===== config.mk =====
export PLATFORM = sky130hd
export DESIGN_NAME = noc_input_unit_flat
export DESIGN_NICKNAME = d
export VERILOG_FILES = /design/src/rtl/noc_pkg.sv /design/src/rtl/noc_input_unit_if.sv /design/src/rtl/noc_fifo.sv /design/src/rtl/noc_input_unit.sv /design/src/flat_wrapper.sv
export SDC_FILE = /design/constraint.sdc
export NUM_CORES = 1
export LEC_CHECK = 0
export BUFFER_PORTS_ARGS = -buffer_cell sky130_fd_sc_hd__buf_4
export CORE_ASPECT_RATIO = 0.8
export CORE_MARGIN = 8
export CORE_UTILIZATION = 30
export DETAILED_ROUTE_END_ITERATION = 6
export GPL_TIMING_DRIVEN = 0
export PLACE_DENSITY = 0.57
export SYNTH_ARGS = -nofsm -noshare
export SYNTH_HDL_FRONTEND = slang
export SYNTH_HIERARCHICAL = 1
export SYNTH_SLANG_ARGS = --single-unit

===== constraint.sdc =====
create_clock -name clk -period 2.7 [get_ports clk]
set_clock_uncertainty 0.2 [all_clocks]
set_input_delay 0.27 -clock clk [delete_from_list [all_inputs] [get_ports clk]]
set_output_delay 0.27 -clock clk [all_outputs]
set_load 0.02 [all_outputs]

===== src/rtl/noc_pkg.sv =====
// Shared NoC router types: port indices, flit format, input-unit state
// encoding and the dimension-ordered (XY) route function.
package noc_pkg;

    localparam int PORT_N    = 5;
    localparam int PORT_W    = 3;
    localparam int COORD_W   = 4;
    localparam int PAYLOAD_W = 16;

    localparam logic [PORT_W-1:0] P_LOCAL = 3'd0;
    localparam logic [PORT_W-1:0] P_EAST  = 3'd1;
    localparam logic [PORT_W-1:0] P_WEST  = 3'd2;
    localparam logic [PORT_W-1:0] P_NORTH = 3'd3;
    localparam logic [PORT_W-1:0] P_SOUTH = 3'd4;

    typedef struct packed {
        logic                 vld;
        logic                 hd;
        logic                 tl;
        logic [COORD_W-1:0]   dst_x;
        logic [COORD_W-1:0]   dst_y;
        logic [PAYLOAD_W-1:0] payload;
    } router_i_t;

    typedef enum logic {
        IDLE,
        ACTIVE
    } iu_state_e;

    // X is fully resolved before Y, which keeps the mesh deadlock-free.
    function automatic logic [PORT_W-1:0] xy_route(
        input logic [COORD_W-1:0] dst_x,
        input logic [COORD_W-1:0] dst_y,
        input logic [COORD_W-1:0] cur_x,
        input logic [COORD_W-1:0] cur_y
    );
        if (dst_x > cur_x)      return P_EAST;
        else if (dst_x < cur_x) return P_WEST;
        else if (dst_y > cur_y) return P_NORTH;
        else if (dst_y < cur_y) return P_SOUTH;
        else                    return P_LOCAL;
    endfunction

endpackage


===== src/rtl/noc_input_unit_if.sv =====
// Input-unit link bundle: upstream flit/credit plus crossbar request/grant.
// master = input unit side; ovf_o exists only with NOC_IU_OVF_CHK_EN.
interface noc_input_unit_if
    import noc_pkg::*;
();
    router_i_t          in_i;
    logic               credit_o;
    router_i_t          flit_o;
    logic               req_o;
    logic [PORT_W-1:0]  port_o;
    logic [PORT_N-1:0]  grt_i;
`ifdef NOC_IU_OVF_CHK_EN
    logic               ovf_o;
`endif

    modport master (
        input  in_i,
        input  grt_i,
        output credit_o,
        output flit_o,
        output req_o,
`ifdef NOC_IU_OVF_CHK_EN
        output ovf_o,
`endif
        output port_o
    );

    modport slave (
        output in_i,
        output grt_i,
        input  credit_o,
        input  flit_o,
        input  req_o,
`ifdef NOC_IU_OVF_CHK_EN
        input  ovf_o,
`endif
        input  port_o
    );
endinterface


===== src/rtl/noc_fifo.sv =====
// Synchronous FIFO of DEPTH entries; a push while full is accepted only
// when a pop frees a slot in the same cycle.
module noc_fifo
    import noc_pkg::*;
#(
    parameter int unsigned DEPTH = 4,
    parameter type         T     = router_i_t,
    localparam int unsigned AW   = $clog2(DEPTH)
) (
    input  logic        clk,
    input  logic        rst_n,
    input  logic        push_i,
    input  T            din_i,
    input  logic        pop_i,
    output T            dout_o,
    output logic        full_o,
    output logic        empty_o,
    output logic [AW:0] count_o
);
    T              mem_q [DEPTH];
    logic [AW-1:0] wr_ptr_q, rd_ptr_q;
    logic [AW:0]   count_q;
    logic          wr_en, rd_en;

    assign full_o  = (count_q == (AW+1)'(DEPTH));
    assign empty_o = (count_q == '0);
    assign count_o = count_q;
    assign dout_o  = mem_q[rd_ptr_q];
    assign wr_en   = push_i && (!full_o || pop_i);
    assign rd_en   = pop_i && !empty_o;

    always_ff @(posedge clk) begin
        if (wr_en) mem_q[wr_ptr_q] <= din_i;
    end

    always_ff @(posedge clk or negedge rst_n) begin
        if (!rst_n) begin
            wr_ptr_q <= '0;
            rd_ptr_q <= '0;
            count_q  <= '0;
        end else begin
            if (wr_en) wr_ptr_q <= wr_ptr_q + 1'b1;
            if (rd_en) rd_ptr_q <= rd_ptr_q + 1'b1;
            case ({wr_en, rd_en})
                2'b10:   count_q <= count_q + 1'b1;
                2'b01:   count_q <= count_q - 1'b1;
                default: count_q <= count_q;
            endcase
        end
    end
endmodule


===== src/rtl/noc_input_unit.sv =====
// Router input port: credit-controlled flit FIFO, XY route on head flits,
// wormhole hold of the route until the tail pops. Option: NOC_IU_OVF_CHK_EN.
module noc_input_unit
    import noc_pkg::*;
#(
    parameter int unsigned DEPTH   = 4,
    parameter int unsigned PORT_ID = 0,
    parameter int unsigned CUR_X   = 0,
    parameter int unsigned CUR_Y   = 0
) (
    input logic              clk,
    input logic              rst_n,
    noc_input_unit_if.master bus
);
    localparam int unsigned AW = $clog2(DEPTH);

    if (PORT_ID >= PORT_N || DEPTH < 2 || (DEPTH & (DEPTH - 1)) != 0) begin : g_param_err
        $error("noc_input_unit: bad PORT_ID or DEPTH");
    end

    iu_state_e         state_q, state_d;
    logic [PORT_W-1:0] port_q, port_d;
    logic              credit_q;
    logic              req, pop, full, empty;
    logic [AW:0]       fifo_count;
    logic              unused_count;
    router_i_t         head;

    noc_fifo #(
        .DEPTH (DEPTH),
        .T     (router_i_t)
    ) u_fifo (
        .clk     (clk),
        .rst_n   (rst_n),
        .push_i  (bus.in_i.vld),
        .din_i   (bus.in_i),
        .pop_i   (pop),
        .dout_o  (head),
        .full_o  (full),
        .empty_o (empty),
        .count_o (fifo_count)
    );

    assign unused_count = ^fifo_count;

    always_comb begin
        state_d = state_q;
        port_d  = port_q;
        req     = 1'b0;
        pop     = 1'b0;
        case (state_q)
            IDLE: begin
                if (!empty) begin
                    if (head.hd) begin
                        port_d  = xy_route(head.dst_x, head.dst_y,
                                           COORD_W'(CUR_X), COORD_W'(CUR_Y));
                        state_d = ACTIVE;
                    end else begin
                        // Orphan body flit: drain it so its credit returns upstream.
                        pop = 1'b1;
                    end
                end
            end
            ACTIVE: begin
                req = !empty;
                if (req && bus.grt_i[port_q]) begin
                    pop = 1'b1;
                    if (head.tl) state_d = IDLE;
                end
            end
            default: state_d = IDLE;
        endcase
    end

    always_ff @(posedge clk or negedge rst_n) begin
        if (!rst_n) begin
            state_q  <= IDLE;
            port_q   <= '0;
            credit_q <= 1'b0;
        end else begin
            state_q  <= state_d;
            port_q   <= port_d;
            credit_q <= pop;
        end
    end

    assign bus.req_o    = req;
    assign bus.port_o   = port_q;
    assign bus.credit_o = credit_q;
    assign bus.flit_o   = req ? head : '0;

`ifdef NOC_IU_OVF_CHK_EN
    logic ovf_q;

    always_ff @(posedge clk or negedge rst_n) begin
        if (!rst_n)                            ovf_q <= 1'b0;
        else if (bus.in_i.vld && full && !pop) ovf_q <= 1'b1;
    end

    assign bus.ovf_o = ovf_q;

    always_ff @(posedge clk) begin
        if (rst_n) begin
            assert (!(bus.in_i.vld && full && !pop))
                else $error("noc_input_unit: write into full FIFO dropped");
            assert (!(state_q == ACTIVE && bus.grt_i[port_q] && !req))
                else $error("noc_input_unit: grant without request");
        end
    end
`endif
endmodule

===== src/flat_wrapper.sv =====
// flat-port wrapper written by rule: the top's interface ports become plain ports
module noc_input_unit_flat import noc_pkg::*;
#(
    parameter int unsigned DEPTH   = 4,
    parameter int unsigned PORT_ID = 0,
    parameter int unsigned CUR_X   = 0,
    parameter int unsigned CUR_Y   = 0
)
  (clk, rst_n, bus_in_i, bus_grt_i, bus_credit_o, bus_flit_o, bus_req_o, bus_port_o);
  noc_input_unit_if bus_i ();
  input logic clk;
  input logic rst_n;
  input wire logic [$bits(bus_i.in_i)-1:0] bus_in_i;
  input wire logic [$bits(bus_i.grt_i)-1:0] bus_grt_i;
  output wire logic [$bits(bus_i.credit_o)-1:0] bus_credit_o;
  output wire logic [$bits(bus_i.flit_o)-1:0] bus_flit_o;
  output wire logic [$bits(bus_i.req_o)-1:0] bus_req_o;
  output wire logic [$bits(bus_i.port_o)-1:0] bus_port_o;
  assign bus_i.in_i = bus_in_i;
  assign bus_i.grt_i = bus_grt_i;
  assign bus_credit_o = bus_i.credit_o;
  assign bus_flit_o = bus_i.flit_o;
  assign bus_req_o = bus_i.req_o;
  assign bus_port_o = bus_i.port_o;
  noc_input_unit #(.DEPTH(DEPTH), .PORT_ID(PORT_ID), .CUR_X(CUR_X), .CUR_Y(CUR_Y)) u_core (.clk(clk), .rst_n(rst_n), .bus(bus_i));
endmodule

==> out/results.ini, run 1 <==
[clock_network]
cts-htree-levels=4
path_clk_slew_ns=0.06
cts.sinks=119
tritoncts=built
cts_buffers=17
worstSkewPairLatency_ns=0.40
cts_max_path_buffers=2
root_buffer=clkbuf_16

[floorplan]
die_h_um=128
core_area_um2=15600
die_w_um=156
num_rows=41
io_pins=66
dieArea_um2=20000
initial_utilization=0.302

[timing]
rsz0062_at_grt=true
worstMarginPinSlew_ns=0.637
maxSlewHeadroom=0.571
setup_viol=1
period_minus_slack_ns=2.71
final_hold_viol_count=0
layout_setup_ws_ns=-0.00600
drv_slew=0
max_freq_mhz=370
finalCritPeriodShare=1.00

[power_and_ir_drop]
p_int_mw=5.23
power_switching_mw=2.46
clockPowerShare=0.283
ir_drop_uv=590
p_per_area_nw_per_um2=1190
combPwrFrac=0.379
pwr-share-seq=0.339
p_sw_frac=0.320
leakage_nw=2.35

[run_status]
violations=negative setup slack
status=finished, violations left

[route]
via_count=2476
ant_nets=0
dr.first_iter.drc_count=110
drc=0
wire_per_inst_um=16.5
vias_per_cell=4.30
wl_um=9530
firstDrtPassIters=4

[synth]
syn_avg_cell_area_um2=20.7
ys_warn_count=6
postSynthCellCount=228
synth_nets=268
mappedNetlistArea_um2=4710

[placed_design]
io_buffers=63
post_dp_cell_area_um2=5490
dpl.hpwl_um=5930
place.gp.congestion=0.692

[worst_setup_path]
crit_top_cell=xor2_1
slowest_delay_ns=0.53
cp.required_ns=2.83
criticalPathCategory=flip-flop to flip-flop
crit_arrival_ns=2.83
cp-start-kind=flip-flop
cp-end-kind=flip-flop
crit_path_top_delay_cell=mux4_2
crit_path_cell_trace=buf_12, mux4_2, o31ai_4, o31a_2, ha_4, inv_2, fa_2, xor2_1, nor2_1, xor2_1
crit_fanout=3

[global_route]
gr-total-overflow=0
antenna_found_initial=0
grt_usage=0.104
grt_max_degree=28
grt_pass1_vias=2790
grt_pass1_wl_um=15100

[cells_and_area]
diodes=0
syn_to_final_growth_pct=37.2
final_area_um2=6470
nFillCells=1432
drive_gt1_frac=0.429
final_net_count=388
utilization=0.415

[min_path]
hp-class=primary input to async pin

[flow_run]
cap_violations=0

==> through the flow <==
| step | setup WS (ns) | cells | total power [mW] | TNS (ns) | hold slack (ns) |
|---|---|---|---|---|---|
| 6_report | -0.00600 | 576 | 7.69 | -0.00600 | 0.0474 |
| 5_1_grt | -0.108 | 576 | 8.14 | -0.442 | 0.0636 |
| 4_1_cts | 0.00572 | 573 | 7.80 | 0 | 0.0458 |
| 3_5_place_dp | -0.297 | 506 | 5.42 | -30.00 | -0.0807 |
| 3_3_place_gp | -0.288 | 506 | 5.38 | -30.69 | -0.0836 |
| 2_1_floorplan | -0.00502 | 228 | 4.42 | -0.00502 | -0.226 |
==> power by group through the flow <==
stage	registers (mW)	logic, mW	clock network [mW]
3_5_place_dp	2.64	2.78	0
4_1_cts	2.61	2.97	2.23
2_1_floorplan	2.62	1.80	0
3_3_place_gp	2.62	2.76	0
6_report	2.60	2.91	2.17
5_1_grt	2.64	3.19	2.31
==> worst paths after layout <==
check | slack [ns] | cells after the start | start | endpoint
worst max-delay path | -0.006 | 10 | u_core/u_fifo/rd_ptr_q[0] | u_core/u_fifo/count_o[2]
worst min-delay path | 0.05 | 2 | rst_n | u_core/bus.credit_o
worst max register to register | -0.006 | 10 | u_core/u_fifo/rd_ptr_q[0] | u_core/u_fifo/count_o[2]
worst min register to register | 0.37 | 2 | u_core/bus.port_o[1] | u_core/bus.port_o[1]
min in group clk | 0.18 | 4 | bus_grt_i[0] | u_core/bus.credit_o
max in group asynchronous | 2.09 | 2 | rst_n | u_core/u_fifo/rd_ptr_q[0]
==> repair_timing <==
action                                  CTS  global route
endpoints found under the setup margin  115             6
hold buffers                             28             0
pin swaps                                 5             2
hold endpoints to repair                119             0
setup buffers                             7             3
gates resized for setup                  10             0
==> cell type report <==
type / instances / area, µm² / share of cell area
plain buffers: 10 / 72.6 / 0.0112
clock buffers: 17 / 425 / 0.0658
clock inverters: 15 / 154 / 0.0238
inverters: 7 / 26.3 / 0.00406
multi-input cells: 92 / 1160 / 0.179
flip-flops and latches: 119 / 3520 / 0.544
well taps: 215 / 269 / 0.0416
repair buffers: 101 / 841 / 0.130
==> placed cells by master, fill, tap and decap left out, types with 2 or more instances in the layout <==
master and n:
edfxtp_1 108, buf_4 75, dlygate4sd3_1 28, mux4_2 28, and2_1 27, clkbuf_16 17
dfrtp_1 11, inv_1 6, buf_2 5, clkinv_4 4, and2_4 4, ha_1 4
clkinvlp_4 3, clkinv_2 3, xnor2_1 3, xor2_1 3, bufinv_16 2, inv_6 2
nor4_1 2, nand2_1 2, nor2_1 2, buf_12 2
==> routing by layer <==
metal | global-route usage | vias to the layer above | wire (µm)
li1 | - | 1141 | -
met1 | 0.118 | 1264 | 4170
met2 | 0.172 | 61 | 4710
met3 | 0.0441 | 10 | 547
met4 | 0.0372 | 0 | 104
met5 | 0 | - | 0
==> critical path, delay by kind of cell, from the launching register on <==
family	cells	cell delay [ns]
AO/OA/AOI/OAI	2	0.51
XOR/XNOR	2	0.29
flip-flops	1	0.38
AND/OR/NAND/NOR	1	0.11
buffers and inverters	2	0.15
adder cells (fa/ha/maj)	2	0.47
multiplexers	1	0.53
==> state kept, by name, summed over array words and instances (netlist names) <==
name,cells
u_core/u_fifo/count_o,3
u_core/bus.credit_o,1
u_core/state_q,1
u_core/u_fifo/rd_ptr_q,2
u_core/bus.port_o,2
u_core/u_fifo/mem_q,108
u_core/u_fifo/wr_ptr_q,2
No activity file was read; power rests on OpenSTA's default activity.
==> inputs of run 2 (changes only) <==
- PLACE_DENSITY: 0.57 -> unset
==> out/results.ini, run 2 (synthesis gave the netlist of run 1 again) <==
[run_status]
status=finished, violations left
violations=negative setup slack

[floorplan]
die_w_um=156  ; unchanged
num_rows=41  ; unchanged
die_h_um=128  ; unchanged
initial_utilization=0.302  ; unchanged
io_pins=66  ; unchanged
dieArea_um2=20000  ; unchanged
core_area_um2=15600  ; unchanged

[global_route]
grt_max_degree=28  ; unchanged
grt_usage=0.103  ; -0.000733
grt_pass1_vias=2692  ; -3.5%
grt_pass1_wl_um=15200  ; +0.82%
gr-total-overflow=0  ; unchanged
antenna_found_initial=1  ; +1

[timing]
maxSlewHeadroom=0.581  ; +0.00916
final_hold_viol_count=0  ; unchanged
rsz0062_at_grt=true
fin_hold_ws_ns=0.0474  ; -0.00000270 ns
drv_slew=0  ; unchanged
layout_setup_ws_ns=-0.0667  ; -0.0607 ns
worstMarginPinSlew_ns=0.623  ; -0.0136 ns
period_minus_slack_ns=2.77  ; +0.0607 ns
finalCritPeriodShare=1.02  ; +0.0225
max_freq_mhz=361  ; -2.2%
setup_viol=1  ; unchanged

[worst_setup_path]
setup.worst_path.end=u_core/u_fifo/count_o[2]
rrSetupSlack_ns=-0.07  ; -0.06 ns
startpoint=u_core/u_fifo/rd_ptr_q[0]
cp-start-kind=flip-flop
r2r_end=u_core/u_fifo/count_o[2]
cp-end-kind=flip-flop
crit_arrival_ns=2.89  ; +0.06 ns
criticalPathCategory=flip-flop to flip-flop
r2r.worst_path.cells=10  ; unchanged
cp.required_ns=2.83  ; about the same
crit_fanout=3  ; unchanged
r2r_start=u_core/u_fifo/rd_ptr_q[0]

[placed_design]
dpl.hpwl_um=6050  ; +2.0%
place_ws_ns=-0.302  ; -0.00573 ns
post_dp_cell_area_um2=5490  ; unchanged
dpl.cell_count=506  ; unchanged
place.gp.congestion=0.702  ; +1.5%
io_buffers=63  ; unchanged

[power_and_ir_drop]
power_switching_mw=2.47  ; +0.51%
p_sw_frac=0.311  ; -0.00921
p_per_area_nw_per_um2=1220  ; +2.6%
combPwrFrac=0.363  ; -0.016
ir_drop_uv=564  ; -4.5%
leakage_nw=2.38  ; +1.1%
p_int_mw=5.48  ; +4.9%
clockPowerShare=0.309  ; +0.026
pwr-share-seq=0.328  ; -0.011

[cells_and_area]
nFillCells=1449  ; +1.2%
top_register=u_core/u_fifo/mem_q
largest_register_ffs=108  ; unchanged
utilization=0.418  ; +0.00353
final_area_um2=6520  ; +0.85%
final_cell_mix=108 x edfxtp_1, 72 x buf_4, 28 x dlygate4sd3_1, 28 x mux4_2, 27 x and2_1
final_net_count=387  ; -0.26%
drive_gt1_frac=0.425  ; -0.00436
diodes=0  ; unchanged
fin_cells=575  ; -0.17%
final_common_cell=edfxtp_1
syn_to_final_growth_pct=38.3

[route]
vias_per_cell=4.32  ; +0.54%
drc=0  ; unchanged
wire_per_inst_um=16.8  ; +1.8%
dr.first_iter.drc_count=100  ; -9.1%
via_count=2485  ; +0.36%
ant_nets=0  ; unchanged
firstDrtPassIters=4  ; unchanged
wl_um=9680  ; +1.7%

[clock_network]
cts_max_path_buffers=2  ; unchanged
root_buffer=clkbuf_16
worstSkewPairLatency_ns=0.41  ; about the same
cts-htree-levels=4  ; unchanged
cts.sinks=119  ; unchanged
cts_buffers=17  ; unchanged
tritoncts=built
path_clk_slew_ns=0.06  ; about the same

[min_path]
hp-class=primary input to async pin

[flow_run]
cap_violations=0  ; unchanged

run 2: cell type report:
type	instances	area (µm²)	area share
well taps	215	269	0.0413
clock buffers	17	425	0.0652
clock inverters	15	226	0.0347
inverters	7	26.3	0.00403
flip-flops and latches	119	3520	0.540
plain buffers	10	73.8	0.0113
multi-input cells	92	1160	0.177
repair buffers	100	825	0.126
run 2: power groups by stage:
stage / Combinational [mW] / Clock, mW / Sequential, mW
after floorplan: 1.80 / 0 / 2.62
after global placement: 2.76 / 0 / 2.62
after detailed placement: 2.79 / 0 / 2.64
after CTS: 2.94 / 2.50 / 2.61
after global routing: 3.14 / 2.59 / 2.65
final: 2.89 / 2.45 / 2.61
run 2: worst min path at each step:
stage / start / endpoint / slack [ns] / cells past startpoint
6_report: rst_n / u_core/state_q / 0.05 / 2
3_3_place_gp: rst_n / u_core/state_q / -0.08 / 1
4_1_cts: rst_n / u_core/state_q / 0.04 / 2
5_1_grt: rst_n / u_core/bus.port_o[0] / 0.05 / 2
2_1_floorplan: rst_n / u_core/bus.credit_o / -0.23 / 0
3_5_place_dp: rst_n / u_core/bus.credit_o / -0.08 / 1
run 2: repair_timing:
item | 4_1_cts | 5_1_grt
endpoints found under the setup margin | 111 | 3
endpoints found under the hold margin | 119 | 0
hold buffers | 28 | 0
pin swaps | 3 | 2
gates resized for setup | 8 | 2
setup buffers | 6 | 3
run 2: metrics by stage:
step | TNS [ns] | power [mW]
2_1_floorplan | -0.00502 | 4.42
3_3_place_gp | -29.98 | 5.38
3_5_place_dp | -30.96 | 5.43
4_1_cts | -0.0340 | 8.05
5_1_grt | -0.136 | 8.37
6_report | -0.0667 | 7.96
run 2: per-layer routing:
metal	wire length, µm	part of all wire	track usage	up-vias
li1	-	-	-	1142
met4	116	0.012	0.0372	0
met5	0	0	0	-
met1	4470	0.46	0.125	1267
met2	4520	0.47	0.162	63
met3	581	0.060	0.0431	13
run 2: critical path: stages (launching register included):
cell     delay, ns
dfrtp_1       0.38
buf_12        0.12
mux4_2        0.53
o31ai_4       0.28
o31a_2        0.25
ha_4          0.14
inv_2         0.03
fa_2          0.33
xor2_1        0.15
nor2_1        0.12
xor2_1        0.16
